File: src/rtl/kbd_event_fifo_pkg.sv
// Shared keyboard definitions: event word layout and the empty-register sentinel.
// Latency: n/a (constants and types only).
// Backpressure: n/a.
package kbd_event_fifo_pkg;

    localparam int KBD_EVT_W     = 16;
    localparam int KBD_ASCII_LSB = 0;
    localparam int KBD_ASCII_MSB = 7;
    localparam int KBD_BREAK_BIT = 8;

    localparam logic [KBD_EVT_W-1:0] KBD_NO_EVENT = 16'h0000;

    // Decoded event word as produced by the PS/2 decode stage.
    typedef struct packed {
        logic [6:0] rsvd;
        logic       brk;
        logic [7:0] ascii;
    } kbd_evt_t;

endpackage

File: src/rtl/kbd_event_fifo_if.sv
// Bundle between PS/2 decoder / CPU register side (master) and the event FIFO (slave).
// Latency: n/a (wiring only).
// Backpressure: none; the producer strobe is never stalled.
interface kbd_event_fifo_if #(
    parameter int DEPTH = 16
);
    import kbd_event_fifo_pkg::*;

    localparam int CW = $clog2(DEPTH) + 1;

    logic                 in_valid;
    logic [KBD_EVT_W-1:0] in_data;
    logic                 ren;
    logic                 clr_ovf;
    logic [KBD_EVT_W-1:0] rdata;
    logic                 empty;
    logic [CW-1:0]        count;
    logic                 overflow;
    logic [7:0]           drop_cnt;
    logic                 irq;

    modport master (
        output in_valid, in_data, ren, clr_ovf,
        input  rdata, empty, count, overflow, drop_cnt, irq
    );

    modport slave (
        input  in_valid, in_data, ren, clr_ovf,
        output rdata, empty, count, overflow, drop_cnt, irq
    );

endinterface

File: src/rtl/kbd_event_fifo.sv
// Keyboard event FIFO: holds decoded PS/2 events until the CPU reads them in order.
// Latency: a push is visible next cycle; rdata is a combinational read of the head entry.
// Backpressure: none to the producer; when full, new events are dropped and counted.
module kbd_event_fifo
    import kbd_event_fifo_pkg::*;
#(
    parameter int DEPTH       = 16,
    parameter bit DROP_BREAKS = 1'b0
) (
    input  logic            clk,
    input  logic            rst,
    kbd_event_fifo_if.slave bus
);

    localparam int PW = $clog2(DEPTH);
    localparam int CW = PW + 1;

    kbd_evt_t       mem [DEPTH];
    logic [PW-1:0]  wp;
    logic [PW-1:0]  rp;
    logic [CW-1:0]  count;
    logic           overflow;
    logic [7:0]     drop_cnt;

    logic empty;
    logic full;
    logic push;
    logic pop;
    logic store;
    logic drop;

    // Accept/pop decisions; a pop while full frees the slot the new event takes.
    always_comb begin
        empty = (count == '0);
        full  = (count == CW'(DEPTH));
        push  = bus.in_valid && !(DROP_BREAKS && bus.in_data[KBD_BREAK_BIT]);
        pop   = bus.ren && !empty;
        store = push && (!full || pop);
        drop  = push && full && !pop;
    end

    // Event storage; deliberately not reset, the pointers and count define validity.
    always_ff @(posedge clk) begin
        if (!rst && store) begin
            mem[wp] <= bus.in_data;
        end
    end

    // Pointers, occupancy and overflow bookkeeping; a drop beats a same-cycle clear.
    always_ff @(posedge clk) begin
        if (rst) begin
            wp       <= '0;
            rp       <= '0;
            count    <= '0;
            overflow <= 1'b0;
            drop_cnt <= 8'h00;
        end else begin
            if (store) begin
                wp <= wp + 1'b1;
            end
            if (pop) begin
                rp <= rp + 1'b1;
            end
            if (store && !pop) begin
                count <= count + 1'b1;
            end else if (pop && !store) begin
                count <= count - 1'b1;
            end

            if (drop) begin
                overflow <= 1'b1;
                if (bus.clr_ovf) begin
                    drop_cnt <= 8'h01;
                end else if (drop_cnt != 8'hFF) begin
                    drop_cnt <= drop_cnt + 8'h01;
                end
            end else if (bus.clr_ovf) begin
                overflow <= 1'b0;
                drop_cnt <= 8'h00;
            end
        end
    end

    assign bus.rdata    = empty ? KBD_NO_EVENT : KBD_EVT_W'(mem[rp]);
    assign bus.empty    = empty;
    assign bus.count    = count;
    assign bus.overflow = overflow;
    assign bus.drop_cnt = drop_cnt;
    assign bus.irq      = !empty;

endmodule

File: src/flat_wrapper.sv
// flat-port wrapper written by rule: the top's interface ports become plain ports
module kbd_event_fifo_flat import kbd_event_fifo_pkg::*;
#(
    parameter int DEPTH       = 16,
    parameter bit DROP_BREAKS = 1'b0
)
  (clk, rst, bus_in_valid, bus_in_data, bus_ren, bus_clr_ovf, bus_rdata, bus_empty, bus_count, bus_overflow, bus_drop_cnt, bus_irq);
  kbd_event_fifo_if #(.DEPTH(DEPTH)) bus_i ();
  input  logic clk;
  input  logic rst;
  input wire logic [$bits(bus_i.in_valid)-1:0] bus_in_valid;
  input wire logic [$bits(bus_i.in_data)-1:0] bus_in_data;
  input wire logic [$bits(bus_i.ren)-1:0] bus_ren;
  input wire logic [$bits(bus_i.clr_ovf)-1:0] bus_clr_ovf;
  output wire logic [$bits(bus_i.rdata)-1:0] bus_rdata;
  output wire logic [$bits(bus_i.empty)-1:0] bus_empty;
  output wire logic [$bits(bus_i.count)-1:0] bus_count;
  output wire logic [$bits(bus_i.overflow)-1:0] bus_overflow;
  output wire logic [$bits(bus_i.drop_cnt)-1:0] bus_drop_cnt;
  output wire logic [$bits(bus_i.irq)-1:0] bus_irq;
  assign bus_i.in_valid = bus_in_valid;
  assign bus_i.in_data = bus_in_data;
  assign bus_i.ren = bus_ren;
  assign bus_i.clr_ovf = bus_clr_ovf;
  assign bus_rdata = bus_i.rdata;
  assign bus_empty = bus_i.empty;
  assign bus_count = bus_i.count;
  assign bus_overflow = bus_i.overflow;
  assign bus_drop_cnt = bus_i.drop_cnt;
  assign bus_irq = bus_i.irq;
  kbd_event_fifo #(.DEPTH(DEPTH), .DROP_BREAKS(DROP_BREAKS)) u_core (.clk(clk), .rst(rst), .bus(bus_i));
endmodule
File: config.mk
export PLATFORM = sky130hd
export DESIGN_NAME = kbd_event_fifo_flat
export DESIGN_NICKNAME = d
export VERILOG_FILES = /design/src/rtl/kbd_event_fifo_pkg.sv /design/src/rtl/kbd_event_fifo_if.sv /design/src/rtl/kbd_event_fifo.sv /design/src/flat_wrapper.sv
export SDC_FILE = /design/constraint.sdc
export NUM_CORES = 1
export LEC_CHECK = 0
export CORE_MARGIN = 1
export CORE_UTILIZATION = 40
export DETAILED_ROUTE_END_ITERATION = 10
export GPL_TIMING_DRIVEN = 1
export SYNTH_ARGS = -nofsm -noshare
export SYNTH_HDL_FRONTEND = slang
export SYNTH_SLANG_ARGS = --single-unit
File: constraint.sdc
create_clock -name clk -period 3.1 [get_ports clk]
set_input_delay 0.31 -clock clk [delete_from_list [all_inputs] [get_ports clk]]
set_output_delay 0.31 -clock clk [all_outputs]
set_load 0.01 [all_outputs]
==> results.json <==
{
  "status": "finished clean",
  "endpoint_kind": "output port",
  "cts_max_path_buffers": 3,
  "h-tree-depth": 1,
  "critPathArrivalTime_ns": 2.70,
  "synth_top_area_frac": 0.687,
  "initial_core_util": 0.412,
  "slew_headroom": 0.586,
  "r2r_slack_ns": 0.25,
  "rows": 60,
  "tightest_slew_ns": 0.619,
  "async_flop_share": 0,
  "power.static_leakage_nw": 4.38,
  "drc_errors": 0,
  "n_fill_cell": 2274,
  "chipWidth_um": 169,
  "dr.pass1.iters": 4,
  "skew_ns": 0.0186,
  "place.gp.congestion": 0.791,
  "grt_max_degree": 49,
  "grt_usage": 0.170,
  "syn_to_final_growth_pct": 20.9,
  "vias": 5785,
  "core_um2": 27200,
  "synthFlopType": "edfxtp_1",
  "synth_mux_area_frac": 0.162,
  "worstSkewPairLatency_ns": 0.55,
  "criticalPathCategory": "flip-flop to output port",
  "synth_area_leader_cell": "edfxtp_1",
  "synth-seq-cells": 282,
  "cts_tree": "done",
  "maxCapViolations": 0,
  "yosysMostFrequentCell": "edfxtp_1",
  "grt_pass1_vias": 6099,
  "cts_sinks": 282,
  "clk_pin_slew_ns": 0.06,
  "dpl.hpwl_um": 13900,
  "max_freq_ghz": 0.332,
  "netlist_area_um2": 11200,
  "path_cells": "buf_12 -> mux4_2 -> mux2_2 -> o21ai_0 -> a21oi_1 -> clkdlybuf4s50_1",
  "synth_adder_area_share": 0.0130,
  "synth.avg_cell_area_um2": 19.5,
  "synthCells": 575,
  "crit_required_ns": 2.79,
  "cp_slowest_stage_delay_ns": 0.52,
  "synth_seq_area_share": 0.733,
  "antenna_left": 0,
  "syn-num-nets": 607,
  "fp.dieH_um": 169,
  "numCtsBuffers": 30,
  "vias_per_cell": 5.38,
  "tns_ns": 0,
  "synth_xor_area_frac": 0.00626,
  "die_area_um2": 28700,
  "ys_top_cells_by_count": "256 x edfxtp_1, 64 x mux4_2, 29 x nor2_1, 26 x a21oi_1, 26 x dfxtp_1",
  "power.total_mw": 10.0,
  "finalMaxSlewViolations": 0,
  "hold_path.class": "flip-flop to flip-flop",
  "drive_above_1_share": 0.284,
  "portBuffers": 52,
  "root_buffer": "clkbuf_16",
  "antenna_found_initial": 0,
  "grt_pass1_wl_um": 36500,
  "start_kind": "flip-flop",
  "ir_worst_vdd_v": 0.000502,
  "hold_viol_final": 0,
  "synth_area_leaders": "edfxtp_1 69%, mux4_2 13%, dfxtp_1 4.6%",
  "setup_violations": 0,
  "finalWirelength_um": 23900,
  "io_pins": 53,
  "antenna_cells": 0,
  "period_needed_ns": 3.01,
  "drtIter0Drc": 522,
  "synth_cell_types": 43,
  "cellPowerDensity_nw_per_um2": 740,
  "final_nets": 716,
  "synth_compound_area_frac": 0.0327,
  "drt-wirelength-per-cell_um": 22.2,
  "cp_slowest_cell": "mux4_2",
  "finalCritPeriodShare": 0.971,
  "cp_num_buf_inv": 2,
  "synth_edf_count": 256,
  "synth_top_family_by_area": "multiplexers",
  "critical_path.max_fanout": 15,
  "yosysWarnings": 0,
  "crit_family": "multiplexers",
  "overflow": 0,
  "synth-simple-area-share": 0.0363
}
[report_power, final]
group          switching [mW]  leakage [nW]  total, mW  internal (mW)
Combinational            1.14          1.43       2.42           1.28
Clock                    1.38         0.435       3.26           1.87
Sequential             0.0981          2.52       4.34           4.24
[final cells by class]
type,count,area [um2],share of cell area
tap,372,465,0.0344
timing repair buffer,106,1070,0.0794
inverter,8,30.0,0.00222
clock buffer,40,798,0.0590
clock inverter,12,93.8,0.00693
sequential,282,8210,0.607
multi-input combinational,256,2860,0.211
[path summary, 6_finish.rpt]
| check | start | endpoint | cells past startpoint |
|---|---|---|---|
| worst min-delay path | u_core.bus.overflow$_SDFFE_PP0P_ | u_core.bus.overflow$_SDFFE_PP0P_ | 2 |
| worst max-delay path | flip-flop | bus_rdata[12] | 6 |
| worst max register to register | u_core.bus.count[2]$_SDFFE_PP0P_ | u_core.bus.count[4]$_SDFFE_PP0P_ | 10 |
| worst min register to register | u_core.bus.overflow$_SDFFE_PP0P_ | u_core.bus.overflow$_SDFFE_PP0P_ | 2 |
[logic make-up (layout without fill, tap and decap cells)]
kind of cell	after synthesis	count (layout)
flops	282	282
compound gates	62	62
fa+ha+maj	11	11
xor+xnor	8	8
simple gates	76	76
mux	99	99
buf+inv	37	166
[worst reg2reg max path: stages, from the launching register on]
cell,delay (ns)
dfxtp_1,0.37
or4_4,0.61
o21ai_2,0.23
inv_1,0.06
ha_1,0.22
inv_2,0.11
ha_1,0.29
a21oi_1,0.21
a211oi_1,0.11
a31oi_1,0.19
mux2_2,0.35
[through the flow]
stage	hold slack (ns)	worst slack, ns	instance area [um2]	cells	util
CTS	0.476	0.00144	13400	1064	0.494
detailed placement	0.463	0.0744	12400	1006	0.457
global route	0.523	-0.00465	13500	1076	0.498
finish	0.479	0.0890	13500	1076	0.498
global placement	0.460	0.204	12400	1006	0.457
floorplan	0.409	0.309	11200	575	-
[flip-flops by register name (all words and copies together), names as in the netlist, named ones only]
register             count
u_core.mem             256
u_core.bus.drop_cnt      8
u_core.bus.count         5
u_core.rp                4
u_core.wp                4
u_core.bus.overflow      1
[layout by cell type, fill, tap and decap left out, types with 9 or more instances in the layout]
master	n
edfxtp_1	256
clkbuf_16	30
mux2i_1	18
ha_1	10
mux2_2	17
o21ai_0	17
mux4_2	64
clkbuf_1	9
a21oi_1	26
nor2_2	12
nor2_1	17
dfxtp_1	23
clkdlybuf4s50_1	44
buf_4	46
[what timing repair did]
action                     in CTS  in global routing
buffers inserted                4                 12
cloned                          2                  0
resized for setup               8                  7
hold buffers                    0                  0
setup endpoints to repair      13                 13
[per-layer routing]
metal	part of all wire	global-route usage	vias to the layer above	wire [um]
li1	-	-	2569	-
met1	0.42	0.229	2983	9950
met2	0.49	0.286	189	11700
met3	0.070	0.0282	44	1660
met4	0.027	0.0474	0	638
met5	0	0	-	0
Note: power is estimated with default switching activity, not from simulation.
